**config.mk**
```make
export PLATFORM = sky130hd
export DESIGN_NAME = serial_magnitude_comparator
export DESIGN_NICKNAME = d
export VERILOG_FILES = /design/src/rtl/serial_magnitude_comparator.sv
export SDC_FILE = /design/constraint.sdc
export NUM_CORES = 1
export LEC_CHECK = 0
export ABC_AREA = 1
export CAP_MARGIN = 10
export CORE_ASPECT_RATIO = 0.7
export CORE_UTILIZATION = 45
export CTS_BUF_LIST = sky130_fd_sc_hd__clkbuf_4
export CTS_CLUSTER_DIAMETER = 150
export DETAILED_ROUTE_END_ITERATION = 10
export DONT_BUFFER_PORTS = 1
export PLACE_DENSITY_LB_ADDON = 0.3
export SLEW_MARGIN = 10
export SYNTH_ARGS = -nofsm -noshare
export SYNTH_HDL_FRONTEND = slang
export SYNTH_SLANG_ARGS = --single-unit
```
**constraint.sdc**
```tcl
create_clock -name clk -period 3.1 [get_ports clk]
set_input_delay 0.62 -clock clk [delete_from_list [all_inputs] [get_ports clk]]
set_output_delay 0.62 -clock clk [all_outputs]
set_load 0.005 [all_outputs]
```
**src/rtl/serial_magnitude_comparator.sv**
```systemverilog
// -----------------------------------------------------------------------------
// serial_magnitude_comparator
//
// Bit-serial unsigned magnitude comparator. On an accepted start it captures
// two WIDTH-bit operands and walks them MSB-first, one bit per clock, through
// a 1-bit greater/less/equal stage. The first differing bit decides the
// result. The result is registered, and completion is flagged by a one-cycle
// done pulse.
//
// Parameters
//   WIDTH       operand width in bits (>= 2)
//   EARLY_EXIT  1: finish on the first differing bit
//               0: always examine all WIDTH bits
//
// Ports
//   clk          rising-edge clock
//   rst_n        asynchronous active-low reset
//   start        compare request, sampled only while ready=1
//   A, B         operands, captured on an accepted start
//   ready        idle, a start will be accepted
//   busy         compare in progress or result being reported (~ready)
//   done         one-cycle pulse, result outputs were just updated
//   A_greater_B  registered result, A > B
//   A_less_B     registered result, A < B
//   A_equal_B    registered result, A == B
// -----------------------------------------------------------------------------
module serial_magnitude_comparator #(
    parameter int WIDTH      = 8,
    parameter bit EARLY_EXIT = 1'b1
) (
    input  logic             clk,
    input  logic             rst_n,
    input  logic             start,
    input  logic [WIDTH-1:0] A,
    input  logic [WIDTH-1:0] B,
    output logic             ready,
    output logic             busy,
    output logic             done,
    output logic             A_greater_B,
    output logic             A_less_B,
    output logic             A_equal_B
);

    localparam int CW = $clog2(WIDTH);

    typedef enum logic [1:0] {
        S_IDLE    = 2'd0,
        S_COMPARE = 2'd1,
        S_DONE    = 2'd2
    } state_t;

    state_t           state_q, state_d;
    logic [WIDTH-1:0] sa_q, sa_d;
    logic [WIDTH-1:0] sb_q, sb_d;
    logic [CW-1:0]    cnt_q, cnt_d;
    logic             decided_q, decided_d;
    logic             gt_rec_q, gt_rec_d;
    logic             lt_rec_q, lt_rec_d;
    logic             gt_q, gt_d;
    logic             lt_q, lt_d;
    logic             eq_q, eq_d;

    // 1-bit compare stage on the current MSBs, merged with any earlier
    // decision so that the first differing bit always dominates.
    logic bit_a, bit_b, bit_diff;
    logic stage_gt, stage_lt, stage_decided;

    always_comb begin
        bit_a         = sa_q[WIDTH-1];
        bit_b         = sb_q[WIDTH-1];
        bit_diff      = bit_a ^ bit_b;
        stage_gt      = decided_q ? gt_rec_q : (bit_diff & bit_a);
        stage_lt      = decided_q ? lt_rec_q : (bit_diff & bit_b);
        stage_decided = decided_q | bit_diff;
    end

    always_comb begin
        state_d   = state_q;
        sa_d      = sa_q;
        sb_d      = sb_q;
        cnt_d     = cnt_q;
        decided_d = decided_q;
        gt_rec_d  = gt_rec_q;
        lt_rec_d  = lt_rec_q;
        gt_d      = gt_q;
        lt_d      = lt_q;
        eq_d      = eq_q;

        case (state_q)
            S_IDLE: begin
                if (start) begin
                    sa_d      = A;
                    sb_d      = B;
                    cnt_d     = CW'(WIDTH - 1);
                    decided_d = 1'b0;
                    gt_rec_d  = 1'b0;
                    lt_rec_d  = 1'b0;
                    state_d   = S_COMPARE;
                end
            end

            S_COMPARE: begin
                sa_d      = {sa_q[WIDTH-2:0], 1'b0};
                sb_d      = {sb_q[WIDTH-2:0], 1'b0};
                cnt_d     = cnt_q - CW'(1);
                decided_d = stage_decided;
                gt_rec_d  = stage_gt;
                lt_rec_d  = stage_lt;
                if ((EARLY_EXIT && bit_diff) || (cnt_q == '0)) begin
                    // Nothing decided after the last bit means equal.
                    state_d = S_DONE;
                    gt_d    = stage_gt;
                    lt_d    = stage_lt;
                    eq_d    = ~stage_decided;
                end
            end

            S_DONE: begin
                state_d = S_IDLE;
            end

            default: begin
                state_d = S_IDLE;
            end
        endcase
    end

    always_ff @(posedge clk or negedge rst_n) begin
        if (!rst_n) begin
            state_q   <= S_IDLE;
            sa_q      <= '0;
            sb_q      <= '0;
            cnt_q     <= '0;
            decided_q <= 1'b0;
            gt_rec_q  <= 1'b0;
            lt_rec_q  <= 1'b0;
            gt_q      <= 1'b0;
            lt_q      <= 1'b0;
            eq_q      <= 1'b0;
        end else begin
            state_q   <= state_d;
            sa_q      <= sa_d;
            sb_q      <= sb_d;
            cnt_q     <= cnt_d;
            decided_q <= decided_d;
            gt_rec_q  <= gt_rec_d;
            lt_rec_q  <= lt_rec_d;
            gt_q      <= gt_d;
            lt_q      <= lt_d;
            eq_q      <= eq_d;
        end
    end

    assign ready       = (state_q == S_IDLE);
    assign busy        = ~ready;
    assign done        = (state_q == S_DONE);
    assign A_greater_B = gt_q;
    assign A_less_B    = lt_q;
    assign A_equal_B   = eq_q;

endmodule

```
After elaboration in Yosys (flattened, before gate mapping)
Cells that the tools add are included.
{ "op_classes": {"bitwise": 6, "addsub": 1, "n_mux": 15, "eq_ne": 4, "n_reduce_logical": 7} }
{ "op_table": {"columns": ["cell", "count"], "rows": [
  ["8-bit case mux with 2 select lines", 2],
  ["8-bit two-way mux", 2],
  ["1-bit case mux with 2 select lines", 3],
  ["3-bit case mux with 2 select lines", 1],
  ["2-bit AND reduction", 3],
  ["2-bit two-way mux", 2],
  ["2-bit inequality test, second input constant", 2],
  ["2-bit case mux with 2 select lines", 1],
  ["3-bit zero test", 1],
  ["1-bit two-way mux", 3],
  ["3-bit two-way mux", 1],
  ["3-bit by 1-bit subtractor with 3-bit output, second input constant", 1],
  ["1-bit AND", 2],
  ["2-bit by 1-bit equality test with 1-bit output, second input constant", 1],
  ["2-bit equality test, second input constant", 1],
  ["2-bit zero test", 1],
  ["1-bit NOT", 2],
  ["2-bit nonzero test", 1],
  ["1-bit logical OR", 1],
  ["1-bit bitwise OR", 1],
  ["1-bit XOR", 1]
]} }
{ "totals": {"regBits": 27, "word_cells": 43, "inputBits": 19, "output_inout_bits": 6} }

Longest topological paths before layout
Gate-level depths: netlist of the first run.
{ "logic_depth": {"ltp_word": 4, "mapped_depth": 9, "ltp_nobuf": 9} }

Worst setup path after synthesis of the first run
No wires, ideal clock.
{ "synth_timing": {"kind": "register to output", "start": "register state_q[1]", "end": "output done", "t_arrival_ps": 832, "stages_incl_launch_ff": 4, "path_slack_ps": 1648, "path_buffers": 1, "required_time_ps": 2480, "cell_sequence": "dfrtp_1 inv_4 buf_2 nor2_1"} }
{ "synth_via": {"elab_chain_len": 1} }
{ "synth_rtl": {"columns": ["element", "line", "source"], "rows": [
  ["start, declared", "52", "state_t state_q, state_d;"],
  ["start signal, assigned", "141", "state_q <= state_d;"],
  ["2-bit equality test", "156", "assign done = (state_q == S_DONE);"],
  ["end, declared", "38", "output logic done,"]
]} }
No other way between the ends.

Worst setup path in the final report of the first run
{ "layout_timing": {"start": "register state_q[0]", "end": "output busy"} }
{ "layout_via": {"elab_chain_len": 2} }
{ "layout_rtl": {"columns": ["element", "line", "source"], "rows": [
  ["2-bit zero test", "154", "assign ready = (state_q == S_IDLE);"],
  ["via ready", "36", "output logic ready,"],
  ["1-bit NOT", "155", "assign busy = ~ready;"],
  ["end, declared", "37", "output logic busy,"]
]} }
The timed path passes the listed nets, and every way through them passes these cells.

==> results.sh, run 1 <==
export IMPL_max_slew_margin_pct=53.5
export IMPL_fin_tns_setup_ns=0
export IMPL_hold_violations=0
export IMPL_overflow=0
export IMPL_clkLatencyLatePin_ns=0.32
export IMPL_cp_max_fo=17
export IMPL_design_core_area_um2=3230
export IMPL_cts_tree="built"
export IMPL_dp_cells=232
export IMPL_wl_mm=2.97
export IMPL_vias=1191
export IMPL_drive_gt1_share_pct=12.1
export IMPL_grt_pass1_wl_mm=5.13
export IMPL_top_layer="met4"
export IMPL_synth_nets=216
export IMPL_hold_ws_ns=0.0905
export IMPL_numCtsBuffers=3
export IMPL_period_share_pct=68.2
export IMPL_worst_ir_drop_vdd_uv=449
export IMPL_synth_top_area_share_pct=43.3
export IMPL_synth_seq_cells=27
export IMPL_io_pins=25
export IMPL_avgSynthCellArea_um2=8.08
export IMPL_htreeDepth=1
export IMPL_wl_met3_um=115
export IMPL_grt_pass1_vias=1149
export IMPL_areaGrowthSynthToFinish_pct=2.25
export IMPL_cts_sinks=27
export IMPL_yosysUniqueCellTypes=19
export IMPL_port_buffer_count=0
export IMPL_slowest_delay_ns=0.81
export IMPL_cp_slowest_cell="dfrtp_1"
export IMPL_fp_dieW_um=72.4
export IMPL_drtIter0Drc=65
export IMPL_drc=0
export IMPL_cp_depth=2
export IMPL_clockBufferDepth=2
export IMPL_nNetsFinal=214
export IMPL_power_leakage_uw=0.000896
export IMPL_startpoint_type="flip-flop"
export IMPL_fillCellCount=329
export IMPL_hpwlAfterDp_mm=2.05
export IMPL_root_buffer="clkbuf_4"
export IMPL_rsz0062_at_grt="no"
export IMPL_worst_slew_pin_slew_ns=0.697
export IMPL_crit_chain="nor2_1, inv_1"
export IMPL_initial_core_util_pct=48.3
export IMPL_antenna_found_initial=0
export IMPL_arrival_ns=1.49
export IMPL_yosysTopAreaCell="dfrtp_1"
export IMPL_grt_use_total_pct=18.3
export IMPL_vias_per_cell=5.03
export IMPL_drv_cap=0
export IMPL_report_final_slew_viol_count=0
export IMPL_wire_per_inst_um=12.5
export IMPL_met1_length_mm=1.49
export IMPL_netlist_top_cells_area="dfrtp_1 43%, nand3_1 13%, nand2_1 13%"
export IMPL_fp_row_count=17
export IMPL_place_congestion=0.758
export IMPL_fmax_mhz=473
export IMPL_post_route_util_pct=49.3
export IMPL_hp_class="primary input to asynchronous set/reset pin"
export IMPL_power_density_nw_per_um2=969
export IMPL_grt_start_max_net_pins=35
export IMPL_period_minus_slack_ns=2.11
export IMPL_layout_cells_non_filler=237
export IMPL_path_delay_family="flip-flops"
export IMPL_reg2regPathDepth=6
export IMPL_critical_path_class="flip-flop to primary output"
export IMPL_setup_viol=0
export IMPL_ys_warn_count=0
export IMPL_seq_area_frac_synth_pct=43.3
export IMPL_die_area_um2=3710
export IMPL_ant_nets=0
export IMPL_dr_pass1_iters=6
export IMPL_wl_met2_mm=1.32
export IMPL_crit_path_end_kind="primary output"
export IMPL_path_buf_inv=1
export IMPL_skew_ns=0.00379
export IMPL_worstPathRequired_ns=2.48
export IMPL_die_height_um=51.3
export IMPL_netlist_area_um2=1560
export IMPL_syn_inst=193
export IMPL_status="completed"
export IMPL_antenna_cells=0
export IMPL_clk_pin_slew_worst_paths_ns=0.14
-- power by group --
part	leakage, uW	internal [uW]	switching [uW]	total (uW)
clock network	0.0000184	59.1	101	160
logic	0.000545	259	472	730
registers	0.000333	519	136	655
total	0.000896	837	709	1550
-- synth_stat cells --
cell,n
nand3_1,40
o21ai_1,1
nor2_1,2
nand4_1,1
buf_2,2
inv_4,1
ha_1,4
nor2_4,1
nand3_2,10
o21ai_0,4
nand2_8,3
buf_6,3
buf_4,2
nand2_1,52
dfrtp_1,27
inv_2,2
inv_1,36
nand2_2,1
buf_8,1
-- registers in the layout, indices dropped and copies added (netlist names), 2 cells and up --
signal	count
sb_q	8
state_q	2
sa_q	8
cnt_q	3
-- final cells by class --
cell class | count | area [um^2] | share of cell area, %
Timing Repair Buffer | 1 | 20.0 | 1.25
Sequential cell | 27 | 676 | 42.4
Clock buffer | 4 | 30.0 | 1.88
Multi-Input combinational cell | 119 | 662 | 41.5
Tap cell | 47 | 58.8 | 3.69
Inverter | 39 | 149 | 9.33
-- stage by stage --
step / worst slack [ns] / cell area [um^2] / total power, uW
after CTS: 0.976 / 1600 / 1570
after detailed placement: 1.36 / 1550 / 1390
after floorplan: 1.65 / 1560 / 1300
after global placement: 1.36 / 1550 / 1360
final: 0.987 / 1600 / 1550
after global routing: 0.847 / 1600 / 1710
-- cell usage in the layout (no fill, tap or decap) --
| cell | instances |
|---|---|
| buf_12 | 1 |
| clkbuf_4 | 4 |
| dfrtp_1 | 27 |
| ha_1 | 4 |
| inv_1 | 36 |
| inv_2 | 2 |
| inv_4 | 1 |
| nand2_1 | 52 |
| nand2_2 | 1 |
| nand2_8 | 3 |
| nand3_1 | 40 |
| nand3_2 | 10 |
| nand4_1 | 1 |
| nor2_1 | 2 |
| nor2_4 | 1 |
| o21ai_0 | 4 |
| o21ai_1 | 1 |
-- final timing paths --
kind	from	to	slack (ns)
setup / recovery	state_q[0]$_DFFE_PN0P_	busy	0.99
hold / removal	rst_n	sb_q[1]$_DFFE_PN0P_	0.09
setup reg to reg	state_q[0]$_DFFE_PN0P_	A_less_B$_DFFE_PN0P_	1.57
hold reg to reg	sb_q[4]$_DFFE_PN0P_	sb_q[4]$_DFFE_PN0P_	0.53
max in group asynchronous	rst_n	A_greater_B$_DFFE_PN0P_	2.85
min in group clk	B[0]	sb_q[0]$_DFFE_PN0P_	0.44
-- kinds of logic (layout without fill, tap and decap cells) --
kind of cell | after synthesis | count (layout) | synth area share [%]
compound gates | 5 | 5 | 1.60
fa+ha+maj | 4 | 4 | 3.21
buf+inv | 47 | 44 | 14.3
flops | 27 | 27 | 43.3
simple gates | 110 | 110 | 37.6
-- metal layers --
layer,vias up,global-route usage [%]
met2,27,30.7
met4,0,4.90
li1,592,-
met5,-,0
met1,566,23.0
met3,6,5.33
-- what timing repair did --
item / 4_1_cts / 5_1_grt
buffers inserted: 0 / 0
hold buffers: 1 / 0
resized for setup: 0 / 0
endpoints found under the hold margin: 27 / 0
(Power assumes the default switching activity.)
==> inputs of run 2 (changes only) <==
Clock period 3.1 ns to 2.2 ns, I/O delays scaled along.
==> run 2 against run 1 <==
- non-clock buffer count rose by 2
- first-iteration DRC count rose by 7.7%
- critical path type unchanged
- wire length rose by 2.8%
- worst setup slack got worse by 0.46 ns
==> results.sh, run 2 (synthesized netlist as in run 1, its figures left out) <==
export IMPL_layout_commonest_cell="nand2_1"
export IMPL_ant_nets=0
export IMPL_port_buffer_count=0
export IMPL_wl_mm=3.06
export IMPL_grt_start_max_net_pins=35
export IMPL_report_final_slew_viol_count=0
export IMPL_wire_per_inst_um=12.8
export IMPL_clk_pin_slew_worst_paths_ns=0.15
export IMPL_drtIter0Drc=70
export IMPL_design_core_area_um2=3230
export IMPL_period_share_pct=76.0
export IMPL_drv_cap=0
export IMPL_max_slew_margin_pct=76.2
export IMPL_power_leakage_uw=0.000904
export IMPL_dr_pass1_iters=4
export IMPL_overflow=0
export IMPL_hp_class="primary input to flip-flop"
export IMPL_place_congestion=0.773
export IMPL_postCtsSetupBuffers=0
export IMPL_initial_core_util_pct=48.3
export IMPL_power_density_nw_per_um2=1360
export IMPL_fp_row_count=17
export IMPL_numCtsBuffers=3
export IMPL_critical_path_class="flip-flop to primary output"
export IMPL_status="completed"
export IMPL_drive_gt1_share_pct=12.5
export IMPL_nNetsFinal=216
export IMPL_worst_slew_pin_slew_ns=0.355
export IMPL_setup_viol=0
export IMPL_clockBufferDepth=2
export IMPL_arrival_ns=1.23
export IMPL_grt_pass1_vias=1179
export IMPL_worst_ir_drop_vdd_uv=560
export IMPL_hold_violations=0
export IMPL_grt_use_total_pct=18.4
export IMPL_dp_worst_setup_slack_ns=0.868
export IMPL_cts_sinks=27
export IMPL_antenna_found_initial=0
export IMPL_layout_setup_ws_ns=0.528
export IMPL_htreeDepth=1
export IMPL_startpoint_type="flip-flop"
export IMPL_worstPathRequired_ns=1.76
export IMPL_hpwlAfterDp_mm=2.14
export IMPL_drc=0
export IMPL_grt_pass1_wl_mm=5.15
export IMPL_skew_ns=0.00800
export IMPL_reg_top3="sa_q: 8 flops, sb_q: 8 flops, cnt_q: 3 flops"
export IMPL_antenna_cells=0
export IMPL_fmax_mhz=598
export IMPL_vias_per_cell=4.99
export IMPL_crit_path_end_kind="primary output"
export IMPL_areaGrowthSynthToFinish_pct=3.21
export IMPL_vias=1192
export IMPL_fp_dieW_um=72.4
export IMPL_rsz0062_at_grt="no"
export IMPL_cp_max_fo=5
export IMPL_die_height_um=51.3
export IMPL_cts_tree="built"
export IMPL_fin_tns_setup_ns=0
export IMPL_root_buffer="clkbuf_4"
export IMPL_die_area_um2=3710
export IMPL_io_pins=25
export IMPL_fillCellCount=335
export IMPL_period_minus_slack_ns=1.67
export IMPL_final_cell_mix="52 x nand2_1, 40 x nand3_1, 36 x inv_1"
export IMPL_clkLatencyLatePin_ns=0.33
[run 2: cell type report]
cell class | count | area, um^2 | share of cell area [%]
sequential | 27 | 676 | 42.0
clock buffer | 3 | 22.5 | 1.40
clock inverter | 1 | 5.00 | 0.311
multi-input combinational | 119 | 662 | 41.1
inverter | 39 | 149 | 9.25
tap | 47 | 58.8 | 3.65
timing repair buffer | 3 | 37.5 | 2.33
[run 2: critical path: stages (launching register included)]
cell,delay [ns]
dfrtp_1,0.47
nor2_1,0.33
inv_1,0.10
[run 2: what timing repair did]
item | CTS | global route
gates resized for setup | 0 | 0
hold endpoints to repair | 27 | 0
hold buffers | 2 | 0
[run 2: worst paths after layout]
| kind | startpoint | end | slack [ns] | cells past startpoint |
|---|---|---|---|---|
| max in group asynchronous | rst_n | sa_q[3]$_DFFE_PN0P_ | 1.52 | 2 |
| min in group asynchronous | rst_n | sb_q[1]$_DFFE_PN0P_ | 0.52 | 2 |
| worst min-delay path | B[0] | sb_q[0]$_DFFE_PN0P_ | 0.27 | 2 |
| worst max-delay path | state_q[1]$_DFFE_PN0P_ | busy | 0.53 | 2 |
| worst min register to register | sa_q[5]$_DFFE_PN0P_ | sa_q[6]$_DFFE_PN0P_ | 0.52 | 2 |
| worst max register to register | state_q[1]$_DFFE_PN0P_ | sb_q[1]$_DFFE_PN0P_ | 0.84 | 5 |
[run 2: metal layers]
layer  track usage, %  vias up  share of wire (%)  wire [um]
met1             23.3      555                 46       1410
li1                 -      598                  -          -
met5                0        -                  0          0
met2             31.3       37                 49       1490
met3             4.93        2                4.8        147
met4             4.90        0               0.29          9
[run 2: through the flow]
stage | instance area [um^2] | power (uW) | hold WS, ns | std cells | util, %
4_1_cts | 1610 | 2220 | 0.258 | 239 | 49.8
3_5_place_dp | 1550 | 1980 | 0.145 | 233 | 48.0
6_report | 1610 | 2190 | 0.268 | 239 | 49.8
2_1_floorplan | 1560 | 1840 | 0.144 | 193 | -
5_1_grt | 1610 | 2440 | 0.255 | 239 | 49.8
3_3_place_gp | 1550 | 1930 | 0.145 | 233 | 48.0
[run 2: power breakdown]
part / switching [uW] / total [uW] / internal, uW
clock: 145 / 214 / 68.3
sequential: 151 / 884 / 733
combinational: 719 / 1100 / 376
==> inputs of run 3 (changes only) <==
Clock period 2.2 ns to 1.6 ns, I/O delays scaled along.
==> run 3 against run 2 <==
- worst hold slack worse by 0.15 ns
- global-route usage is 0.11 points higher
- power is 40% higher
- critical path type unchanged
- cell count is 0.42% higher
- sequential power is 38% higher
- worst setup slack worse by 0.47 ns
==> results.sh, run 3 (synthesized netlist as in run 1, its figures left out) <==
export IMPL_root_buffer="clkbuf_4"
export IMPL_crit_path_end_kind="primary output"
export IMPL_vias=1194
export IMPL_path_delay_family="flip-flops"
export IMPL_setup_viol=0
export IMPL_cp_max_fo=5
export IMPL_layout_commonest_cell="nand2_1"
export IMPL_fp_dieW_um=72.4
export IMPL_worst_slew_pin_slew_ns=0.270
export IMPL_arrival_ns=1.23
export IMPL_cts_sinks=27
export IMPL_wire_per_inst_um=12.9
export IMPL_status="completed"
export IMPL_io_pins=25
export IMPL_drive_gt1_share_pct=14.0
export IMPL_nNetsFinal=217
export IMPL_period_minus_slack_ns=1.55
export IMPL_hpwlAfterDp_mm=2.16
export IMPL_fmax_mhz=647
export IMPL_drtIter0Drc=70
export IMPL_dr_pass1_iters=4
export IMPL_path_buf_inv=1
export IMPL_overflow=0
export IMPL_antenna_found_initial=0
export IMPL_skew_ns=0.0248
export IMPL_clockBufferDepth=2
export IMPL_numCtsBuffers=3
export IMPL_dp_worst_setup_slack_ns=0.293
export IMPL_reg_top3="sa_q: 8 flops, sb_q: 8 flops, cnt_q: 3 flops"
export IMPL_final_cell_mix="52 x nand2_1, 40 x nand3_1, 36 x inv_1"
export IMPL_worstPathRequired_ns=1.28
export IMPL_layout_setup_ws_ns=0.0547
export IMPL_period_share_pct=96.6
export IMPL_grt_pass1_wl_mm=5.15
export IMPL_critical_path_class="flip-flop to primary output"
export IMPL_power_leakage_uw=0.000905
export IMPL_areaGrowthSynthToFinish_pct=4.09
export IMPL_slowest_delay_ns=0.50
export IMPL_layout_cells_non_filler=240
export IMPL_worst_ir_drop_vdd_uv=794
export IMPL_vias_per_cell=4.98
export IMPL_hold_violations=0
export IMPL_drv_cap=0
export IMPL_max_slew_margin_pct=82.0
export IMPL_cp_slowest_cell="dfrtp_1"
export IMPL_die_height_um=51.3
export IMPL_design_core_area_um2=3230
export IMPL_fp_row_count=17
export IMPL_clkLatencyLatePin_ns=0.35
export IMPL_crit_chain="nor2_2, inv_1"
export IMPL_fin_tns_setup_ns=0
export IMPL_post_dp_cell_area_um2=1550
export IMPL_die_area_um2=3710
export IMPL_startpoint_type="flip-flop"
export IMPL_htreeDepth=1
export IMPL_final_cell_area_um2=1620
export IMPL_place_congestion=0.762
export IMPL_wl_mm=3.09
export IMPL_antenna_cells=0
export IMPL_drc=0
export IMPL_cts_tree="built"
export IMPL_hp_class="primary input to flip-flop"
export IMPL_grt_use_total_pct=18.5
export IMPL_initial_core_util_pct=48.3
export IMPL_rsz0062_at_grt="no"
export IMPL_port_buffer_count=0
export IMPL_report_final_slew_viol_count=0
export IMPL_grt_start_max_net_pins=35
export IMPL_ant_nets=0
export IMPL_power_density_nw_per_um2=1890
export IMPL_dp_cells=233
export IMPL_grt_pass1_vias=1131
export IMPL_post_route_util_pct=50.2
export IMPL_clk_pin_slew_worst_paths_ns=0.17
[run 3: per-layer routing]
layer  global-route usage, %  routed length [um]  vias up
met1                    23.3                1550      564
met4                    7.19                  42        0
met3                    5.33                 136        6
met5                       0                   0        -
li1                        -                   -      599
met2                    30.2                1360       25
[run 3: worst paths after layout]
path                       slack (ns)  cells after the start              endpoint                   start
max in group asynchronous        1.05                      2  lt_rec_q$_DFFE_PN0P_                   rst_n
max                              0.05                      2                  busy  state_q[1]$_DFFE_PN0P_
max reg2reg                      0.24                      5   sb_q[7]$_DFFE_PN0P_  state_q[1]$_DFFE_PN0P_
min in group asynchronous        0.37                      2  cnt_q[0]$_DFFE_PN0P_                   rst_n
min                              0.11                      2   sb_q[0]$_DFFE_PN0P_                    B[0]
min reg2reg                      0.52                      2   sa_q[6]$_DFFE_PN0P_     sa_q[5]$_DFFE_PN0P_
[run 3: power breakdown]
| group | leakage, uW | internal, uW | switching (uW) |
|---|---|---|---|
| Sequential | 0.000332 | 1010 | 213 |
| Combinational | 0.000559 | 539 | 993 |
| Clock | 0.0000139 | 96.0 | 223 |
[run 3: stage by stage]
stage	hold slack [ns]	power (uW)
2_1_floorplan	0.0244	2530
3_3_place_gp	0.0252	2650
3_5_place_dp	0.0251	2720
4_1_cts	0.105	3080
5_1_grt	0.0893	3370
6_report	0.114	3070
[run 3: what timing repair did]
action | in CTS | in global routing
pin swaps | 0 | 0
gates resized for setup | 2 | 0
buffers inserted | 0 | 1
hold buffers | 2 | 0
endpoints found under the hold margin | 27 | 0
endpoints found under the setup margin | 1 | 1
[run 3: area by class of cell]
cell class / instances / area [um^2]
Inverter: 39 / 149
Timing Repair Buffer: 4 / 45.0
Clock buffer: 3 / 22.5
Sequential cell: 27 / 677
Multi-Input combinational cell: 119 / 664
Fill cell: 331 / 1610
Tap cell: 47 / 58.8
Clock inverter: 1 / 7.51
